File: src/rtl/seq_pkg.sv
// Shared types and defaults for the frame-RAM stage sequencer.
package seq_pkg;

   typedef enum logic [2:0] {
      IDLE      = 3'd0,
      SELECT    = 3'd1,
      ENABLE    = 3'd2,
      WAIT_DONE = 3'd3,
      RELEASE   = 3'd4,
      FINISH    = 3'd5
   } seq_state_t;

   // Stage slot assignment on the shared RAM port; slot 0 runs first.
   typedef enum int unsigned {
      Y_FILL      = 0,
      X_FILL      = 1,
      DIAG_FILL   = 2,
      BORDER_FILL = 3
   } stage_slot_t;

   localparam int unsigned DEF_ADDR_WIDTH = 18;
   localparam int unsigned DEF_DATA_WIDTH = 32;

endpackage

File: src/rtl/stage_port_mux.sv
// Zero-latency steering of the enabled stage's write port onto the frame RAM.
module stage_port_mux
   import seq_pkg::*;
#(
   parameter int unsigned NUM_STAGES = 4,
   parameter int unsigned ADDR_WIDTH = DEF_ADDR_WIDTH,
   parameter int unsigned DATA_WIDTH = DEF_DATA_WIDTH
) (
   input  logic [NUM_STAGES-1:0]            stage_enable,
   input  logic [NUM_STAGES-1:0]            stage_wren,
   input  logic [NUM_STAGES*ADDR_WIDTH-1:0] stage_address,
   input  logic [NUM_STAGES*DATA_WIDTH-1:0] stage_data_write,
   output logic                             wren,
   output logic [ADDR_WIDTH-1:0]            address,
   output logic [DATA_WIDTH-1:0]            data_write
);

   // Enable is one-hot or zero, so an AND-OR select is exact and idles at zero.
   always_comb begin
      wren       = 1'b0;
      address    = '0;
      data_write = '0;
      for (int unsigned k = 0; k < NUM_STAGES; k++) begin
         if (stage_enable[k]) begin
            wren       = wren | stage_wren[k];
            address    = address | stage_address[k*ADDR_WIDTH +: ADDR_WIDTH];
            data_write = data_write | stage_data_write[k*DATA_WIDTH +: DATA_WIDTH];
         end
      end
   end

endmodule

File: src/rtl/stage_sequencer.sv
// Runs the selected pixel-processing stages one at a time over the shared
// frame-RAM port and reports completion to the top-level controller.
module stage_sequencer
   import seq_pkg::*;
#(
   parameter int unsigned NUM_STAGES     = 4,
   parameter int unsigned ADDR_WIDTH     = DEF_ADDR_WIDTH,
   parameter int unsigned DATA_WIDTH     = DEF_DATA_WIDTH,
   parameter int unsigned TIMEOUT_CYCLES = 262143
) (
   input  logic                             clk_div_by_two,
   input  logic                             reset_n,
   input  logic                             pause,
   input  logic                             start_processing,
   input  logic [NUM_STAGES-1:0]            stage_mask,
   input  logic [NUM_STAGES-1:0]            stage_done,
   input  logic [NUM_STAGES-1:0]            stage_wren,
   input  logic [NUM_STAGES*ADDR_WIDTH-1:0] stage_address,
   input  logic [NUM_STAGES*DATA_WIDTH-1:0] stage_data_write,
   output logic [NUM_STAGES-1:0]            stage_enable,
   output logic                             wren,
   output logic [ADDR_WIDTH-1:0]            address,
   output logic [DATA_WIDTH-1:0]            data_write,
   output logic [$clog2(NUM_STAGES)-1:0]    current_stage,
   output logic                             busy,
   output logic                             processing_done,
   output logic                             timeout_error
);

   localparam int unsigned IDX_W = $clog2(NUM_STAGES + 1);
   localparam int unsigned CS_W  = $clog2(NUM_STAGES);
   localparam int unsigned CNT_W = $clog2(TIMEOUT_CYCLES + 1);

   seq_state_t            state;
   logic [IDX_W-1:0]      idx;
   logic [NUM_STAGES-1:0] mask_latched;
   logic [CNT_W-1:0]      timeout_cnt;

   logic [IDX_W-1:0]      idx_next;
   logic [CS_W-1:0]       idx_lo;
   logic [CS_W-1:0]       cs_next;

   // idx runs one past the last slot to mark the end; current_stage saturates.
   always_comb begin
      idx_next = idx + 1'b1;
      idx_lo   = idx[CS_W-1:0];
      cs_next  = (idx_next >= IDX_W'(NUM_STAGES)) ? CS_W'(NUM_STAGES - 1)
                                                  : idx_next[CS_W-1:0];
   end

   always_ff @(posedge clk_div_by_two or negedge reset_n) begin
      if (!reset_n) begin
         state           <= IDLE;
         idx             <= '0;
         mask_latched    <= '0;
         timeout_cnt     <= '0;
         stage_enable    <= '0;
         current_stage   <= '0;
         busy            <= 1'b0;
         processing_done <= 1'b0;
         timeout_error   <= 1'b0;
      end else if (!pause) begin
         case (state)
            IDLE: begin
               if (start_processing) begin
                  mask_latched  <= stage_mask;
                  busy          <= 1'b1;
                  timeout_error <= 1'b0;
                  idx           <= IDX_W'(Y_FILL);
                  current_stage <= CS_W'(Y_FILL);
                  state         <= SELECT;
               end
            end
            SELECT: begin
               if (idx == IDX_W'(NUM_STAGES)) begin
                  busy            <= 1'b0;
                  processing_done <= 1'b1;
                  current_stage   <= CS_W'(NUM_STAGES - 1);
                  state           <= FINISH;
               end else if (!mask_latched[idx_lo]) begin
                  idx           <= idx_next;
                  current_stage <= cs_next;
               end else begin
                  state <= ENABLE;
               end
            end
            ENABLE: begin
               stage_enable <= NUM_STAGES'(1) << idx_lo;
               timeout_cnt  <= '0;
               state        <= WAIT_DONE;
            end
            WAIT_DONE: begin
               if (stage_done[idx_lo]) begin
                  stage_enable <= '0;
                  state        <= RELEASE;
               end else if (timeout_cnt == CNT_W'(TIMEOUT_CYCLES - 1)) begin
                  timeout_error <= 1'b1;
                  stage_enable  <= '0;
                  state         <= RELEASE;
               end else begin
                  timeout_cnt <= timeout_cnt + 1'b1;
               end
            end
            RELEASE: begin
               // Wait for the stage to drop done so it cannot leak into the next run.
               if (!stage_done[idx_lo]) begin
                  idx           <= idx_next;
                  current_stage <= cs_next;
                  state         <= SELECT;
               end
            end
            FINISH: begin
               if (!start_processing) begin
                  processing_done <= 1'b0;
                  state           <= IDLE;
               end
            end
            default: state <= IDLE;
         endcase
      end
   end

   stage_port_mux #(
      .NUM_STAGES (NUM_STAGES),
      .ADDR_WIDTH (ADDR_WIDTH),
      .DATA_WIDTH (DATA_WIDTH)
   ) u_stage_port_mux (
      .stage_enable     (stage_enable),
      .stage_wren       (stage_wren),
      .stage_address    (stage_address),
      .stage_data_write (stage_data_write),
      .wren             (wren),
      .address          (address),
      .data_write       (data_write)
   );

endmodule

File: config.mk
export PLATFORM = sky130hd
export DESIGN_NAME = stage_sequencer
export DESIGN_NICKNAME = d
export VERILOG_FILES = /design/src/rtl/seq_pkg.sv /design/src/rtl/stage_port_mux.sv /design/src/rtl/stage_sequencer.sv
export SDC_FILE = /design/constraint.sdc
export NUM_CORES = 1
export LEC_CHECK = 0
export CAP_MARGIN = 25
export CORE_MARGIN = 3
export CORE_UTILIZATION = 29
export CTS_CLUSTER_DIAMETER = 100
export CTS_CLUSTER_SIZE = 12
export DETAILED_ROUTE_END_ITERATION = 16
export PLACE_DENSITY = 0.78
export SYNTH_ARGS = -nofsm -noshare
export SYNTH_HDL_FRONTEND = slang
export SYNTH_SLANG_ARGS = --single-unit
File: constraint.sdc
create_clock -name clk_div_by_two -period 1.75 [get_ports clk_div_by_two]
set_input_delay 0.35 -clock clk_div_by_two [delete_from_list [all_inputs] [get_ports clk_div_by_two]]
set_output_delay 0.35 -clock clk_div_by_two [all_outputs]
set_load 0.1 [all_outputs]
==> impl.org, run 1 <==
** Yosys
- Counting flops and latches in the post-synthesis netlist gives 37.
- For this run, asynchronously set or reset flops after synthesis account for 100%.
- By instance count, the leading cell after synthesis is sky130_fd_sc_hd__a22oi_1.
- In this run the biggest area consumer among cell types represents 29.1% of the synthesized area.
- The synthesized netlist occupies a cell area of 0.00319 mm^2.
- By area the synthesized netlist is led by sky130_fd_sc_hd__dfrtp_1 (29%), sky130_fd_sc_hd__a22oi_1 (24%), sky130_fd_sc_hd__nand2_1 (7.5%), sky130_fd_sc_hd__o21ai_0 (3.9%), sky130_fd_sc_hd__o31ai_1 (3.5%).
- Average instance area after synthesis :: 7.91 um^2
- Sequential elements use 29.1% of the synthesized area.
- Synthesis handed over a netlist of 403 instances.
- The Yosys step of the flow raised 0 warnings.
- Cell types with the highest counts after synthesis :: sky130_fd_sc_hd__a22oi_1 (102), sky130_fd_sc_hd__nand2_1 (64), sky130_fd_sc_hd__dfrtp_1 (37)
- The synthesized netlist contains 47 unique library cells.
- For this run, the leading register cell type out of synthesis is sky130_fd_sc_hd__dfrtp_1.
- In this run, synthesis inferred 0 flip-flops with an integrated enable.
- Net count after synthesis :: 625
- Library cell with the largest summed area after synthesis :: sky130_fd_sc_hd__dfrtp_1

** Critical path
- Setup Crit Path Kind :: flip-flop to output port
- Endpoint of the worst-slack reg-to-reg timing path :: timeout_cnt[10]$_DFFE_PN0P_
- Ordered list of cells on the worst path :: buf_4 -> a22oi_2 -> buf_4 -> nand2_4 -> buf_12
- Maximum fanout along the worst path :: 6
- STA classifies the critical path startpoint as a flip-flop.
- Critical path depth in cells :: 5
- Most used cell along the critical path :: sky130_fd_sc_hd__buf_4
- Among all stages on the critical path, the largest delay is contributed by sky130_fd_sc_hd__dfrtp_4.
- The largest single stage delay on the critical path is 0.56 ns.
- Number of buffer and inverter instances along the worst setup path :: 3
- Worst reg2reg setup slack :: -0.21 ns
- Counting cells, the worst reg-to-reg path comes to 5.
- Data required, critical path :: 1.40 ns
- Worst setup EP type :: output port
- For the worst setup path, the data arrival time is 1.67 ns.
- Top delay family on crit path :: flip-flops
- Source of the worst register-to-register timing path :: idx[0]$_DFFE_PN0P_

** Detailed routing
- In this run, the number of DRC markers left after iteration 0 of detailed routing was 428.
- The first detailed-routing pass ran for 5 iterations.
- Met3 routed wirelength :: 1810 um
- Post-route met1 wirelength :: 8330 um
- Via-per-instance ratio :: 5.75
- After detailed routing, the average wire length per cell comes to 25.1 um.
- Highest routing layer actually used :: met5
- Final wirelength :: 22,200 um
- In this run the remaining antenna-violating nets after routing total 0.
- Detailed routing placed a total of 11,300 um of wire on met2.
- The detailed router placed 5,085 vias in this run.
- Residual DRC count :: 0

** Clock tree
- TritonCTS clock tree :: done
- CTS Root Cell :: sky130_fd_sc_hd__clkbuf_8
- The clock tree synthesis step divided the H-tree into 2 levels.
- Number of buffers between clock root and the deepest sink :: 2
- Insertion delay to the later sink of the worst-skew pair :: 0.29 ns
- For this design, the sink count on the clock tree is 37.
- TritonCTS created 5 clock buffers.
- Clock-pin slew was measured on the worst setup and hold paths at 0.07 ns.
- Hold_buf cts :: 0

** Timing
- Number of max-slew violations in the final report :: 0
- Time the worst path needs with I/O delays and setup :: 2.02 ns
- Headroom to the max-slew limit came out at 71.9%.
- After layout, the worst path uses 115% of the clock period.
- At the pin with the least slew margin, the transition time is 0.421 ns.
- The final hold violation count is 0.
- On the final layout, the worst hold slack is 0.434 ns.
- Aggregate negative setup slack :: -11.98 ns
- Post-Route Skew :: 0.00384 ns
- Setup repair after global routing could not meet its margin everywhere.
- Number of failing setup endpoints in the final timing report :: 82
- Derived from the worst setup path, the maximum achievable clock frequency is 496 MHz.
- Worst setup margin :: -0.265 ns

** Power and ir drop
- The worst-case IR drop observed on VDD is 0.00171 V.
- The analysis attributes to cell leakage a power of 3.39 nW.
- Dividing total power by cell area gives a power density of 2010 mW/mm^2.

** Run
- Max Cap Violations :: 0

** Place
- Place WS :: -0.522 ns
- Buffers placed on the I/O ports in this run total 275.
- Number of cells after detailed placement :: 842
- After legalization and detailed placement, the total HPWL measured 15,300 um.
- Final RePlAce weighted congestion :: 0.961

** GRT
- Gr usage total :: 31.2%
- Antenna violations before repair :: 9
- Number of global-route vias before repair :: 5,016
- Entering global routing, the biggest net connects 38 pins.
- Global routing finished with a remaining overflow of 0.
- The first global-routing pass estimated 30,500 um of wire.

** Layout
- Compared with the post-synthesis result, the final layout area differs by 178%.
- Of the cells placed in the final design, the portion with a size suffix greater than 1 is 50.3%.
- The finished layout holds 885 standard cells, fillers aside.
- FF+latch area :: 942 um^2
- Net count, final :: 968
- After filler insertion, the fill cell instance count of the layout stands at 550.
- Final standard cell utilization of the core :: 84.2%
- Multi-input logic area :: 0.00329 mm^2

** Floorplanning
- After floorplanning, the core was divided into 37 placement rows.
- Placeable core region :: 0.0105 mm^2
- For this configuration, the core starts out at a cell density of 30.3%.
- In this run the horizontal extent of the chip is 111 um.
- Vertical extent of the die :: 111 um
- I/O pin count :: 276
- The die covers 0.0123 mm^2.

** Outcome
- Violated checks :: negative setup slack
- Status :: finished, violations left

** Worst hold path
- Type of the most critical hold path :: primary input to async pin
==> power breakdown <==
| group | total, W | internal, W | leakage (nW) | switching, W |
|---|---|---|---|---|
| combinational | 0.0158 | 0.00615 | 2.87 | 0.00969 |
| clock | 0.000588 | 0.000283 | 0.0395 | 0.000305 |
| sequential | 0.00135 | 0.00105 | 0.479 | 0.000295 |
| total | 0.0178 | 0.00749 | 3.39 | 0.0103 |
==> how the worst max path moves through the flow <==
stage                     slack, ns                         from                          end
final                         -0.27  stage_enable[2]$_DFFE_PN0P_                  address[17]
after global routing          -0.29  stage_enable[2]$_DFFE_PN0P_                  address[17]
after CTS                     -0.18  stage_enable[2]$_DFFE_PN0P_               data_write[30]
after detailed placement      -0.52                stage_done[3]  timeout_cnt[16]$_DFFE_PN0P_
after global placement        -0.46                stage_done[3]  timeout_cnt[15]$_DFFE_PN0P_
after floorplan               -0.08  stage_enable[2]$_DFFE_PN0P_                data_write[0]
==> flip-flops by register name, summed over array words and instances, names as in the netlist <==
| name | flops |
|---|---|
| busy | 1 |
| current_stage | 2 |
| idx | 3 |
| mask_latched | 4 |
| processing_done | 1 |
| stage_enable | 4 |
| state | 3 |
| timeout_cnt | 18 |
| timeout_error | 1 |
==> final cells by class <==
cell class	instances	share of cell area, %
sequential	37	10.6
inverter	12	0.509
tap	136	1.92
antenna	2	0.0566
timing repair buffer	367	48.8
multi-input combinational	323	37.1
clock buffer	8	0.905
==> cells in the final DEF, fill, tap and decap left out, types with 4 or more instances in the layout <==
cell type,Yosys,layout
sky130_fd_sc_hd__nand3_1,11,9
sky130_fd_sc_hd__mux2_2,4,4
sky130_fd_sc_hd__nand2_4,0,53
sky130_fd_sc_hd__nand2_1,64,9
sky130_fd_sc_hd__clkdlybuf4s50_1,0,215
sky130_fd_sc_hd__nor2_1,21,19
sky130_fd_sc_hd__dfrtp_4,0,4
sky130_fd_sc_hd__o31ai_2,1,8
sky130_fd_sc_hd__dfrtp_1,37,32
sky130_fd_sc_hd__buf_4,0,70
sky130_fd_sc_hd__clkbuf_16,0,7
sky130_fd_sc_hd__a22oi_2,0,102
sky130_fd_sc_hd__a21oi_1,7,6
sky130_fd_sc_hd__a31oi_1,5,5
sky130_fd_sc_hd__and3_1,6,4
sky130_fd_sc_hd__a22o_1,4,4
sky130_fd_sc_hd__o31ai_4,0,6
sky130_fd_sc_hd__o21ai_0,25,9
sky130_fd_sc_hd__buf_12,0,65
sky130_fd_sc_hd__clkbuf_8,0,5
sky130_fd_sc_hd__inv_1,12,12
sky130_fd_sc_hd__o21ai_1,6,6
sky130_fd_sc_hd__nand2b_1,5,5
sky130_fd_sc_hd__ha_1,6,5
sky130_fd_sc_hd__buf_6,2,6
sky130_fd_sc_hd__o21ai_2,0,13
sky130_fd_sc_hd__nor3_1,6,4
==> worst register-to-register path, delay by kind of cell, from the launching register on <==
kind               cells  cell delay [ns]
and+or+nand+nor        2             0.49
DFF                    1             0.40
muxes                  1             0.59
AOI/OAI and AO/OA      2             0.39
==> cells by family (layout without fill, tap and decap cells) <==
group                    count (synthesis)  after routing  share of synthesized area, %
XOR/XNOR                                 1              1                         0.275
adder cells (fa/ha/maj)                  6              6                          2.36
AO/OA/AOI/OAI                          178            179                          39.8
buffers and inverters                   44            387                          5.69
flip-flops                              37             37                          29.1
other                                    0              2                             0
multiplexers                             9              9                          3.77
AND/OR/NAND/NOR                        128            128                          19.0
==> per-layer routing <==
metal / up-vias / GRT usage [%]
met1: 2479 / 38.3
met3: 61 / 9.17
met2: 276 / 55.3
li1: 2253 / -
met5: - / 0
met4: 16 / 4.60
==> metrics by stage <==
stage	total power, W	instance area [um^2]
final	0.0178	8850
after global routing	0.0183	8840
after CTS	0.0168	8310
after detailed placement	0.0156	7720
after global placement	0.0155	7720
after floorplan	0.0104	3890
==> what timing repair did <==
action / CTS / global route
buffers inserted: 14 / 9
cloned: 2 / 9
pin swaps: 23 / 22
resized for setup: 85 / 59
setup endpoints to repair: 82 / 85
Note: power is estimated with default switching activity, not from simulation.
==> run 2, diff against run 1 <==
--- a/config.mk
+++ b/config.mk
@@ -5,9 +5,10 @@
 export SDC_FILE = /design/constraint.sdc
 export NUM_CORES = 1
 export LEC_CHECK = 0
+export ABC_AREA = 1
 export CAP_MARGIN = 25
 export CORE_MARGIN = 3
-export CORE_UTILIZATION = 29
+export CORE_UTILIZATION = 30
 export CTS_CLUSTER_DIAMETER = 100
 export CTS_CLUSTER_SIZE = 12
 export DETAILED_ROUTE_END_ITERATION = 16
==> impl.org, run 2 <==
** Outcome
- Status: finished, violations left (unchanged).
- Violated checks: negative setup slack (unchanged).

** Yosys
- Cell types with the highest counts after synthesis: sky130_fd_sc_hd__nand2_1 (308), sky130_fd_sc_hd__nand4_1 (56), sky130_fd_sc_hd__dfrtp_1 (37) (was sky130_fd_sc_hd__a22oi_1 (102), sky130_fd_sc_hd__nand2_1 (64), sky130_fd_sc_hd__dfrtp_1 (37)).
- The sequential share of the synthesized area is 27.0% (was 29.1%).
- The combined area of all synthesized cells is 0.00343 mm^2 (was 0.00319 mm^2).
- Leading cell type by number of instances after synthesis :: sky130_fd_sc_hd__nand2_1 (was sky130_fd_sc_hd__a22oi_1)
- Share of the synthesized area in the top cell type :: 33.7% (was 29.1%)
- Average instance area after synthesis :: 5.87 um^2 (was 7.91 um^2)
- The cell type with the largest total area after synthesis is sky130_fd_sc_hd__nand2_1 (was sky130_fd_sc_hd__dfrtp_1).
- Synth top area cells :: sky130_fd_sc_hd__nand2_1 (34%), sky130_fd_sc_hd__dfrtp_1 (27%), sky130_fd_sc_hd__nand4_1 (10%), sky130_fd_sc_hd__nand3_1 (5.3%), sky130_fd_sc_hd__o21ai_0 (3.7%) (was sky130_fd_sc_hd__dfrtp_1 (29%), sky130_fd_sc_hd__a22oi_1 (24%), sky130_fd_sc_hd__nand2_1 (7.5%), sky130_fd_sc_hd__o21ai_0 (3.9%), sky130_fd_sc_hd__o31ai_1 (3.5%))
- Primary FF master, synth :: sky130_fd_sc_hd__dfrtp_1 (unchanged)
- The number of standard cells after synthesis came to 584 (was 403).
- Share of async-settable or async-resettable flops after synthesis :: 100% (unchanged)
- Post-synth EDFFs :: 0 (unchanged)
- Net count after synthesis :: 806 (was 625)
- The distinct cell type count of the synthesized netlist is 30 (was 47).
- The synthesis-stage register bit count is 37 (unchanged).
- The number of warning messages in the yosys log came to 0 (unchanged).

** Layout
- Synthesis-to-finish area growth :: 125% (was 178%)
- Final standard cell utilization of the core :: 70.3% (was 84.2%)
- Net count, final :: 1,102 (was 968)
- Flip-flop count of the largest register after layout :: 18 (unchanged)
- Largest registers: timeout_cnt x18, mask_latched x4, stage_enable x4 (unchanged).
- The sequential cell area was 942 um^2 (unchanged).
- The filler cell count in the final layout is 853 (was 550).
- Multi-input logic area :: 0.00245 mm^2 (was 0.00329 mm^2)
- Commonest cells after routing, fill and taps aside :: sky130_fd_sc_hd__nand2_1 (270), sky130_fd_sc_hd__clkdlybuf4s50_1 (214), sky130_fd_sc_hd__buf_12 (69) (was sky130_fd_sc_hd__clkdlybuf4s50_1 (215), sky130_fd_sc_hd__a22oi_2 (102), sky130_fd_sc_hd__buf_4 (70))
- The final cell count without fillers came to 1,021 (was 885).
- The number of antenna cells inserted is 0 (was 2).
- The share of cells above drive strength 1 was 20.1% (was 50.3%).
- Register with the most flip-flops :: timeout_cnt (unchanged)
- The most common cell after layout, fill and taps aside is sky130_fd_sc_hd__nand2_1 (was sky130_fd_sc_hd__clkdlybuf4s50_1).

** Timing
- The final critical path time including I/O delays and setup was 1.88 ns (was 2.02 ns).
- The final-layout worst hold slack is 0.503 ns (was 0.434 ns).
- Post-Route Skew :: 0.00636 ns (was 0.00384 ns)
- Number of max-slew violations in the final report :: 0 (unchanged)
- The final hold violation count is 0 (unchanged).
- The peak clock frequency supported by timing is 531 MHz (was 496 MHz).
- The portion of the clock cycle consumed by the worst path in the final layout was 108% (was 115%).
- The worst-case headroom to the max-slew limit is 76.6% (was 71.9%).
- The minimum setup slack in the final design came to -0.134 ns (was -0.265 ns).
- Setup repair after global routing missed its margin: true (unchanged).
- The actual transition at the worst max-transition pin came to 0.350 ns (was 0.421 ns).
- Number of failing setup endpoints in the final timing report :: 51 (was 82)

** GRT
- The via count of the first global-routing pass came to 4,971 (was 5,016).
- The combined global-route utilization of all metal layers was 27.3% (was 31.2%).
- The overflow left after global routing is 0 (unchanged).
- Antenna violations before repair :: 0 (was 9)
- The maximum number of pins on one net before global-route repair came to 33 (was 38).
- First-pass GRT wire length :: 27,200 um (was 30,500 um)

** Clock tree
- The clock-pin slew on the worst setup and hold paths came to 0.05 ns (was 0.07 ns).
- The H-tree depth reported by CTS was 2 (unchanged).
- The latest clock arrival within the worst-skew pair came to 0.28 ns (was 0.29 ns).
- The clock sink total is 37 (unchanged).
- CTS buffer count :: 5 (unchanged)
- The number of buffers on the longest clock path came to 2 (unchanged).
- The clock tree from TritonCTS is done (unchanged).
- CTS Root Cell :: sky130_fd_sc_hd__clkbuf_16 (was sky130_fd_sc_hd__clkbuf_8)

** Detailed routing
- Residual DRC count :: 0 (unchanged)
- Total vias in the final route :: 5,106 (was 5,085)
- Final wirelength :: 18,300 um (was 22,200 um)
- The average detailed-routed wire length per instance came to 17.9 um (was 25.1 um).
- The violation count after the first detailed-routing iteration came to 403 (was 428).
- Via-per-instance ratio :: 5.00 (was 5.75)
- The number of optimization iterations in the first detailed-route pass came to 5 (unchanged).
- Number of nets still failing antenna checks after routing :: 0 (unchanged)

** Critical path
- Startpoint type of the worst setup path :: flip-flop (unchanged)
- Setup Crit Path Kind :: flip-flop to output port (unchanged)
- The largest fanout on the critical path was 5 (was 6).
- Arr. time, crit path :: 1.53 ns (was 1.67 ns)
- Top delay family on crit path :: flip-flops (unchanged)
- Number of buffer and inverter instances along the worst setup path :: 3 (unchanged)
- The kind of end point of the critical path was an output port (unchanged).
- Ordered list of cells on the worst path :: buf_12 -> buf_16 -> nand2_4 -> nand4_1 -> buf_12 (was buf_4 -> a22oi_2 -> buf_4 -> nand2_4 -> buf_12)
- Data required, critical path :: 1.40 ns (about the same)
- Crit path max-delay cell type :: sky130_fd_sc_hd__dfrtp_4 (unchanged)
- Most used cell along the critical path :: sky130_fd_sc_hd__buf_12 (was sky130_fd_sc_hd__buf_4)
- The maximum cell stage delay along the critical path is 0.52 ns (was 0.56 ns).

** Place
- The placed wire-length estimate was 14,400 um (was 15,300 um).
- Number of cells after detailed placement :: 998 (was 842)
- The weighted congestion at the end of routability-driven global placement is 0.907 (was 0.961).
- The number of buffer cells added on primary ports was 275 (unchanged).

** Floorplanning
- Vertical extent of the die :: 113 um (was 111 um)
- I/O pin count :: 276 (unchanged)
- The die span in x came to 113 um (was 111 um).
- # rows :: 38 (was 37)
- Initial Util :: 31.2% (was 30.3%)
- The area of the die came to 0.0127 mm^2 (was 0.0123 mm^2).
- Placeable core region :: 0.0110 mm^2 (was 0.0105 mm^2)

** Run
- The number of max-cap violations came to 0 (unchanged).

** Power and ir drop
- The reported net switching power came to 0.00934 W (was 0.0103 W).
- The fraction of power consumed by sequential logic is 8.1% (was 7.6%).
- Switching fraction of total power :: 58.9% (was 57.9%)
- Reported leakage power :: 3.25 nW (was 3.39 nW)
- The proportion of power drawn by the clock network was 6.6% (was 3.3%).
- Ratio of total power to cell area :: 2050 mW/mm^2 (was 2010 mW/mm^2)
- The relative contribution of combinational cells to total power came to 85.3% (was 89.1%).
- The cell-internal power came to 0.00651 W (was 0.00749 W).
- Peak VDD IR :: 0.00210 V (was 0.00171 V)

** Worst hold path
- Type of the most critical hold path :: flip-flop to flip-flop (was primary input to async pin)
-- run 2: worst paths after layout --
check / endpoint / slack, ns / from / cells past startpoint
hold / removal: mask_latched[2]$_DFFE_PN0P_ / 0.50 / mask_latched[2]$_DFFE_PN0P_ / 1
max in group asynchronous: stage_enable[3]$_DFFE_PN0P_ / 0.73 / reset_n / 3
min in group asynchronous: timeout_cnt[2]$_DFFE_PN0P_ / 0.51 / reset_n / 2
hold reg to reg: mask_latched[2]$_DFFE_PN0P_ / 0.50 / mask_latched[2]$_DFFE_PN0P_ / 1
setup / recovery: address[6] / -0.13 / stage_enable[2]$_DFFE_PN0P_ / 5
setup reg to reg: timeout_cnt[12]$_DFFE_PN0P_ / 0.13 / timeout_cnt[9]$_DFFE_PN0P_ / 9
-- run 2: power groups by stage --
stage	logic, W	clock network, W	registers (W)
after floorplan	0.00749	0	0.00172
after global placement	0.0128	0	0.00132
after detailed placement	0.0129	0	0.00133
after CTS	0.0133	0.00106	0.00128
after global routing	0.0140	0.00111	0.00130
final	0.0135	0.00105	0.00128
-- run 2: cells by family after synthesis --
family / Yosys count / synth area share [%]
AOI/OAI and AO/OA: 32 / 4.97
xor gates and xnor gates: 7 / 1.79
adders and majority gates: 6 / 2.19
buffers and inverters: 53 / 6.39
DFF: 37 / 27.0
muxes: 4 / 1.31
and+or+nand+nor: 445 / 56.3
-- run 2: timing repair --
item                                    in CTS  in global routing
hold buffers                                 1                  0
endpoints found under the setup margin      50                 81
gates cloned                                 3                  1
hold endpoints to repair                    13                  0
resized for setup                           33                 36
buffers inserted                             7                  3
pin swaps                                   24                 14
-- run 2: final cells by class --
class | count | area share (%)
flip-flops and latches | 37 | 12.2
inverters | 25 | 1.22
clock inverters | 1 | 0.389
well taps | 140 | 2.27
multi-input cells | 494 | 31.8
clock buffers | 7 | 1.85
repair buffers | 317 | 50.3
-- run 2: worst register-to-register path, delay by kind of cell, from the launching register on --
family	cells	cell delay, ns
AO/OA/AOI/OAI	1	0.09
AND/OR/NAND/NOR	7	0.90
flip-flops	1	0.41
buffers and inverters	1	0.15
-- run 2: routing by layer --
metal | GRT usage (%) | vias to the layer above | wire length, um
li1 | - | 2500 | -
met1 | 32.5 | 2320 | 6850
met5 | 0 | - | 0
met4 | 10.1 | 0 | 726
met3 | 6.95 | 45 | 1430
met2 | 47.3 | 241 | 9260
-- run 2: metrics by stage --
| stage | setup TNS (ns) | cell area [um^2] | power, W | setup slack (ns) |
|---|---|---|---|---|
| 2_1_floorplan | -26.35 | 3620 | 0.00920 | -0.517 |
| 3_3_place_gp | 0 | 7130 | 0.0141 | 0.0348 |
| 3_5_place_dp | -0.00961 | 7130 | 0.0142 | -0.00561 |
| 4_1_cts | -3.42 | 7550 | 0.0157 | -0.114 |
| 5_1_grt | -5.47 | 7720 | 0.0164 | -0.148 |
| 6_report | -3.35 | 7720 | 0.0158 | -0.134 |
